File: config.mk
export PLATFORM = sky130hd
export DESIGN_NAME = slt_share_arbiter
export DESIGN_NICKNAME = d
export VERILOG_FILES = /design/src/rtl/slt_share_arbiter_pkg.sv /design/src/rtl/slt_share_arbiter_set_less_than.sv /design/src/rtl/slt_share_arbiter.sv
export SDC_FILE = /design/constraint.sdc
export NUM_CORES = 1
export LEC_CHECK = 0
export CAP_MARGIN = 15
export CORE_MARGIN = 4
export CORE_UTILIZATION = 45
export DETAILED_ROUTE_END_ITERATION = 10
export GPL_ROUTABILITY_DRIVEN = 0
export PLACE_DENSITY = 0.81
export SETUP_SLACK_MARGIN = 0.05
export SLEW_MARGIN = 40
export SYNTH_ARGS = -nofsm -noshare
export SYNTH_HDL_FRONTEND = slang
export SYNTH_SLANG_ARGS = --single-unit
File: constraint.sdc
create_clock -name clk -period 2.4 [get_ports clk]
set_clock_uncertainty 0.05 [all_clocks]
set_input_delay 0.6 -clock clk [delete_from_list [all_inputs] [get_ports clk]]
set_output_delay 0.6 -clock clk [all_outputs]
set_load 0.05 [all_outputs]
File: src/rtl/slt_share_arbiter_pkg.sv
// Shared constants and requester id type for the shared set-less-than arbiter.
package slt_share_arbiter_pkg;

   localparam int unsigned NUM_REQ   = 2;
   localparam int unsigned REQ_ALU   = 0;
   localparam int unsigned REQ_BR    = 1;
   localparam int unsigned DEF_WIDTH = 64;

   typedef enum logic {
      ID_ALU = 1'b0,
      ID_BR  = 1'b1
   } req_id_e;

endpackage

File: src/rtl/slt_share_arbiter_set_less_than.sv
// Signed set-less-than comparator; unsigned compares are handled by the caller via MSB flipping.
module set_less_than
   import slt_share_arbiter_pkg::*;
#(
   parameter int unsigned WIDTH = DEF_WIDTH
) (
   input  logic [WIDTH-1:0] a_i,
   input  logic [WIDTH-1:0] b_i,
   output logic             less_o
);

   always_comb begin
      less_o = ($signed(a_i) < $signed(b_i));
   end

endmodule

File: src/rtl/slt_share_arbiter.sv
// Round-robin share of one set-less-than comparator between the ALU (req 0) and branch unit (req 1),
// with a registered operand stage and per-requester held responses.
module slt_share_arbiter
   import slt_share_arbiter_pkg::*;
#(
   parameter int unsigned WIDTH = DEF_WIDTH,
   parameter int unsigned CNT_W = 16
) (
   input  logic               clk,
   input  logic               rst_n,
   input  logic [NUM_REQ-1:0] req_valid,
   output logic [NUM_REQ-1:0] req_ready,
   input  logic [WIDTH-1:0]   req_a0,
   input  logic [WIDTH-1:0]   req_b0,
   input  logic [WIDTH-1:0]   req_a1,
   input  logic [WIDTH-1:0]   req_b1,
   input  logic [NUM_REQ-1:0] req_uns,
   output logic [NUM_REQ-1:0] rsp_valid,
   input  logic [NUM_REQ-1:0] rsp_ready,
   output logic [NUM_REQ-1:0] rsp_less,
   output logic [CNT_W-1:0]   conflict_cnt
);

   logic [NUM_REQ-1:0] hs, elig, grant, land;
   logic               contest;

   req_id_e            rr_ptr_q, rr_ptr_d;
   logic               s1_valid_q;
   req_id_e            s1_id_q, sel_id;
   logic [WIDTH-1:0]   s1_a_q, s1_b_q, sel_a, sel_b;
   logic               s1_uns_q, sel_uns;

   logic [NUM_REQ-1:0] outstanding_q, outstanding_d;
   logic [NUM_REQ-1:0] rsp_valid_q, rsp_valid_d;
   logic [NUM_REQ-1:0] rsp_less_q, rsp_less_d;
   logic [CNT_W-1:0]   cnt_q, cnt_d;

   logic [WIDTH-1:0]   cmp_a, cmp_b;
   logic               cmp_less;

   // A requester may re-issue in the same cycle its held result is consumed.
   always_comb begin
      hs      = rsp_valid_q & rsp_ready;
      elig    = req_valid & (~outstanding_q | hs);
      contest = &elig;
      grant   = '0;
      if (contest) begin
         if (rr_ptr_q == ID_ALU) grant[REQ_ALU] = 1'b1;
         else                    grant[REQ_BR]  = 1'b1;
      end else begin
         grant = elig;
      end
   end

   always_comb begin
      if (grant[REQ_BR]) begin
         sel_id  = ID_BR;
         sel_a   = req_a1;
         sel_b   = req_b1;
         sel_uns = req_uns[REQ_BR];
      end else begin
         sel_id  = ID_ALU;
         sel_a   = req_a0;
         sel_b   = req_b0;
         sel_uns = req_uns[REQ_ALU];
      end
   end

   always_comb begin
      rr_ptr_d = rr_ptr_q;
      if (contest) rr_ptr_d = (rr_ptr_q == ID_ALU) ? ID_BR : ID_ALU;
      cnt_d = cnt_q;
      if (contest && (cnt_q != '1)) cnt_d = cnt_q + CNT_W'(1);
   end

   // Flipping both MSBs maps unsigned order onto signed order.
   always_comb begin
      cmp_a = s1_a_q;
      cmp_b = s1_b_q;
      cmp_a[WIDTH-1] = s1_a_q[WIDTH-1] ^ s1_uns_q;
      cmp_b[WIDTH-1] = s1_b_q[WIDTH-1] ^ s1_uns_q;
   end

   set_less_than #(
      .WIDTH (WIDTH)
   ) u_slt (
      .a_i    (cmp_a),
      .b_i    (cmp_b),
      .less_o (cmp_less)
   );

   always_comb begin
      land          = '0;
      land[REQ_ALU] = s1_valid_q && (s1_id_q == ID_ALU);
      land[REQ_BR]  = s1_valid_q && (s1_id_q == ID_BR);
      rsp_valid_d   = land | (rsp_valid_q & ~hs);
      rsp_less_d    = (land & {NUM_REQ{cmp_less}}) | (~land & rsp_less_q);
      outstanding_d = grant | (outstanding_q & ~hs);
   end

   always_ff @(posedge clk or negedge rst_n) begin
      if (!rst_n) begin
         rr_ptr_q      <= ID_ALU;
         s1_valid_q    <= 1'b0;
         s1_id_q       <= ID_ALU;
         s1_a_q        <= '0;
         s1_b_q        <= '0;
         s1_uns_q      <= 1'b0;
         outstanding_q <= '0;
         rsp_valid_q   <= '0;
         rsp_less_q    <= '0;
         cnt_q         <= '0;
      end else begin
         rr_ptr_q      <= rr_ptr_d;
         s1_valid_q    <= |grant;
         if (|grant) begin
            s1_id_q  <= sel_id;
            s1_a_q   <= sel_a;
            s1_b_q   <= sel_b;
            s1_uns_q <= sel_uns;
         end
         outstanding_q <= outstanding_d;
         rsp_valid_q   <= rsp_valid_d;
         rsp_less_q    <= rsp_less_d;
         cnt_q         <= cnt_d;
      end
   end

   assign req_ready    = grant & {NUM_REQ{rst_n}};
   assign rsp_valid    = rsp_valid_q;
   assign rsp_less     = rsp_less_q;
   assign conflict_cnt = cnt_q;

endmodule

==> out/summary.txt, run 1 <==
Critical Path AT: 1660 ps
Worst setup EP type: output pin
Post-Syn Nets: 1,210
Synthesis-to-layout area growth: 50.8%
Clk network pwr share: 0.199
Hold Slack: 72.3 ps
Worst min-delay path class: input port to async pin
Vias per cell: 5.27
Post-synth EDFFs: 0
# DRC: 0
Antenna Cells: 0
Mapped cell area: 0.00791 mm²
CTS tree: yes
P_int: 8.28 mW
Layout Nets: 1,499
Clk pin slew, worst setup/hold paths: 60 ps
Synth Flop Type: dfrtp_1
Setup Viol. Count Final: 0
Net Sw Power: 5.38 mW
Fill cells: 1,346
Cell count after synthesis: 882
Initial Utilization: 0.459
Detail Route Antenna Nets: 0
YS warnings: 0
Chip Height: 141 µm
Vias in the first global route: 7,681
Post-route minimum period: 2310 ps
Maximum fanout along the worst path: 3
Drt total wl: 22.6 mm
Vias: 7,430
First-pass GRT wire length: 36.3 mm
Synthesized flop and latch total: 154
Combinational cell fraction of total power: 0.471
Routed wire length per instance: 16.0 µm
Total gr overflow: 0
I/O Buffers: 285
Placed cell count: 1,367
H-tree depth: 4
Leak: 5.46 nW
WP data required: 1750 ps
Setup TNS: 0 ps
Core box area: 0.0172 mm²
Sink Count: 154
First-pass DRT Iterations: 4
Initial antenna violation count: 1
Leading cell type in the layout, fill and taps excluded: nor2_1
Peak supply drop: 0.665 mV
DP Wirelength: 16.9 mm
Final Non-Filler Cells: 1,409
Switching share of total power: 0.394
CP Launch Type: input port
Max cap viols: 0
Clock Path Buffers: 2
Die W: 141 µm
Fmax: 434 MHz
Crit Path Category: input port to output pin
Synth cell types: 44
Final cycle utilization of the critical path: 0.961
Die area: 0.0198 mm²
Sequential area share after synthesis: 0.487
Run status: finished clean
R2r worst-path depth: 8
Post-synth ARST share: 1.00
Layout cells sized above 1: 0.0726
Slew headroom: 0.614
Final Hold Viols: 0
Mean Syn Cell Area: 8.97 µm²
Top Ports: 286
Pin count of the biggest net entering global routing: 155
Clock Latency Late Sink: 420 ps
Num CTS Buffers: 17
Fin. max-slew vios: 0
Root Driver: clkbuf_16
Total power per unit cell area: 1150 mW/mm²
Starting DRT DRC Count: 214
Worst slew pin tran: 577 ps
Row count: 48
Seq pwr share: 0.330
Most frequent cells in the layout: 271 x nor2_1, 263 x clkdlybuf4s50_1, 152 x dfrtp_1, 129 x o22ai_1, 66 x inv_1
RSZ-0062 raised after global routing: true
GRT Total Usage: 0.227
[cell usage after synthesis, types with 2 or more instances]
master,count,area [µm²]
a221oi_1,4,35.0
ha_1,64,801
nand2b_1,2,12.5
dfrtp_1,154,3850
a211oi_1,3,22.5
o22ai_1,129,807
nand4b_1,2,17.5
nor2_1,273,1020
clkbuf_1,17,63.8
and3_1,2,12.5
xnor2_1,12,105
xor2_1,5,43.8
o21a_1,2,15.0
nor4_1,2,12.5
a21oi_1,22,110
buf_2,20,100
buf_1,6,22.5
nand2_1,37,139
inv_1,66,248
and4_1,4,35.0
nand3_1,6,30.0
a21o_1,10,75.1
nand4_1,9,56.3
o21ai_0,11,55.1
[path summary, 6_finish.rpt]
check                      slack, ps    startpoint           end
setup / recovery                  90  req_valid[1]  req_ready[0]
hold / removal                    70         rst_n     s1_b_q[9]
setup reg to reg                 120    s1_a_q[17]     flip-flop
hold reg to reg                  450       s1_id_q       s1_id_q
max in group asynchronous       1420         rst_n    s1_b_q[41]
min in group clk                 450       s1_id_q       s1_id_q
[kinds of logic after synthesis]
| kind of cell | after synthesis | synth area share |
|---|---|---|
| AND/OR/NAND/NOR | 345 | 0.180 |
| AO/OA/AOI/OAI | 192 | 0.156 |
| flip-flops | 154 | 0.487 |
| buffers and inverters | 109 | 0.0549 |
| adder cells (fa/ha/maj) | 64 | 0.101 |
| XOR/XNOR | 17 | 0.0188 |
| multiplexers | 1 | 0.00142 |
[critical path, stage by stage]
cell	delay [ps]
clkdlybuf4s50_1	400
a21boi_4	160
a21o_4	230
nor2_4	120
buf_12	140
[layer usage]
layer	track usage	share of wire
met1	0.264	0.40
met2	0.410	0.53
met3	0.0505	0.051
met4	0.0821	0.022
met5	0	0.00058
[stage by stage]
step           area (µm²)  setup WS, ps   util  total power [mW]
2_1_floorplan        7930           105      -              8.56
3_3_place_gp        11200          -279  0.648              10.5
3_5_place_dp        11200          -263  0.648              10.8
4_1_cts             11900         -26.7  0.688              13.8
5_1_grt             11900        -0.618  0.692              14.9
6_report            11900          93.3  0.692              13.7
[sequential cells by signal (all words and copies together) (netlist names), named ones only]
register       count
s1_uns_q           1
conflict_cnt      16
rsp_valid          2
s1_b_q            64
s1_valid_q         1
rr_ptr_q           1
s1_id_q            1
s1_a_q            64
outstanding_q      2
[what timing repair did]
| action | 4_1_cts | 5_1_grt |
|---|---|---|
| pin swaps | 10 | 3 |
| cloned | 0 | 0 |
| hold buffers | 0 | 0 |
| gates resized for setup | 18 | 12 |
| setup endpoints to repair | 10 | 12 |
| setup buffers | 8 | 1 |
[power groups by stage]
stage                     logic (mW)  clock network (mW)  registers, mW
final                           6.44                2.71           4.51
after CTS                       6.49                2.77           4.51
after floorplan                 4.00                   0           4.56
after detailed placement        6.26                   0           4.53
after global placement          6.03                   0           4.48
after global routing            7.38                2.88           4.65
[area by class of cell]
cell class,instances,area (µm²),area share
clock buffers,20,467,0.0391
clock inverters,12,138,0.0115
inverters,66,248,0.0208
multi-input cells,619,3700,0.310
flip-flops and latches,154,3860,0.323
well taps,225,282,0.0236
repair buffers,313,3240,0.271
(Power assumes the default switching activity.)
==> run 2, diff against run 1 <==
--- a/config.mk
+++ b/config.mk
@@ -10,7 +10,7 @@
 export CORE_UTILIZATION = 45
 export DETAILED_ROUTE_END_ITERATION = 10
 export GPL_ROUTABILITY_DRIVEN = 0
-export PLACE_DENSITY = 0.81
+export PLACE_DENSITY_LB_ADDON = 0.3
 export SETUP_SLACK_MARGIN = 0.05
 export SLEW_MARGIN = 40
 export SYNTH_ARGS = -nofsm -noshare
==> out/summary.txt, run 2 (synthesis gave the netlist of run 1 again) <==
Run status: finished clean
Crit path max-delay family: buffers and inverters
WP data required: 1750 ps
Hold Slack: 106 ps
Slowest cell delay on critical path: 850 ps
CTS tree: yes
I/O Buffers: 285
Setup Viol. Count Final: 0
Initial Utilization: 0.459
Peak supply drop: 0.610 mV
Total gr overflow: 0
GRT Total Usage: 0.222
Leak: 5.48 nW
Clock Path Buffers: 2
First-pass DRT Iterations: 4
Final Hold Viols: 0
Pin count of the biggest net entering global routing: 155
Initial antenna violation count: 2
CP Launch Type: flip-flop
Leading cell type in the layout, fill and taps excluded: nor2_1
Vias: 7,238
First-pass GRT wire length: 35.3 mm
Synthesis-to-layout area growth: 50.9%
Row count: 48
Crit-path slowest cell: clkdlybuf4s50_1
Vias in the first global route: 7,416
Routed wire length per instance: 15.5 µm
Top Ports: 286
Starting DRT DRC Count: 178
CP bufs+invs: 1
Slew headroom: 0.615
Worst slew pin tran: 576 ps
Fin util: 0.693
H-tree depth: 4
Maximum fanout along the worst path: 3
Clk pin slew, worst setup/hold paths: 60 ps
Worst min-delay path class: input port to async pin
Most frequent cells in the layout: 271 x nor2_1, 267 x clkdlybuf4s50_1, 152 x dfrtp_1, 129 x o22ai_1, 66 x inv_1
Num CTS Buffers: 17
Sink Count: 154
Core box area: 0.0172 mm²
Fmax: 434 MHz
Crit path cell chain: clkdlybuf4s50_1
# DRC: 0
Chip Height: 141 µm
Layout Nets: 1,502
Critical Path AT: 1660 ps
Drt total wl: 21.9 mm
Hold_buf cts: 0
Total power per unit cell area: 1130 mW/mm²
DP Wirelength: 16.6 mm
Crit Path Category: flip-flop to output pin
Final cycle utilization of the critical path: 0.961
Post-route minimum period: 2310 ps
Fin. max-slew vios: 0
RSZ-0062 raised after global routing: true
Power, Total: 13.5 mW
Layout cells sized above 1: 0.0758
Die area: 0.0198 mm²
Max cap viols: 0
Worst setup EP type: output pin
Root Driver: clkbuf_16
Detail Route Antenna Nets: 0
Vias per cell: 5.12
Clock Latency Late Sink: 420 ps
Die W: 141 µm
-- run 2: routing by layer --
metal,vias up,wire (µm),global-route usage
met5,-,0,0
met4,0,671,0.0943
met3,46,1340,0.0522
met2,213,10700,0.377
met1,3350,9180,0.271
li1,3629,-,-
-- run 2: final timing paths --
path / start / endpoint / slack, ps / cells past startpoint
hold reg to reg: conflict_cnt[10] / conflict_cnt[10] / 440 / 1
min in group clk: conflict_cnt[10] / conflict_cnt[10] / 440 / 1
hold / removal: rst_n / s1_a_q[9] / 110 / 2
max in group asynchronous: rst_n / rsp_valid[1] / 1440 / 3
setup reg to reg: s1_uns_q / flip-flop / 120 / 11
setup / recovery: rsp_valid[1] / rsp_valid[1] / 90 / 1
-- run 2: where the power goes --
group	switching, mW	total [mW]	leakage [nW]	internal, mW
Combinational	3.58	6.54	3.48	2.96
Clock	1.04	2.51	0.268	1.47
Sequential	0.699	4.48	1.74	3.78
-- run 2: timing repair --
item	4_1_cts	5_1_grt
gates resized for setup	10	19
pin swaps	6	7
setup buffers	4	1
setup endpoints to repair	5	13
-- run 2: area by class of cell --
type | count | area [µm²]
antenna | 2 | 5.00
clock buffer | 20 | 457
clock inverter | 12 | 98.8
fill | 1384 | 5300
inverter | 66 | 248
multi-input combinational | 619 | 3720
sequential | 154 | 3860
tap | 225 | 282
timing repair buffer | 316 | 3270
-- run 2: through the flow --
step	setup TNS [ps]	worst slack [ps]	cell area (µm²)	instances
after global placement	-367	-76.9	11200	1374
after detailed placement	-672	-92.7	11200	1374
after floorplan	0	105	7930	882
after global routing	-64.9	-39.1	11900	1414
final	0	93.3	11900	1414
after CTS	0	52.0	11800	1410
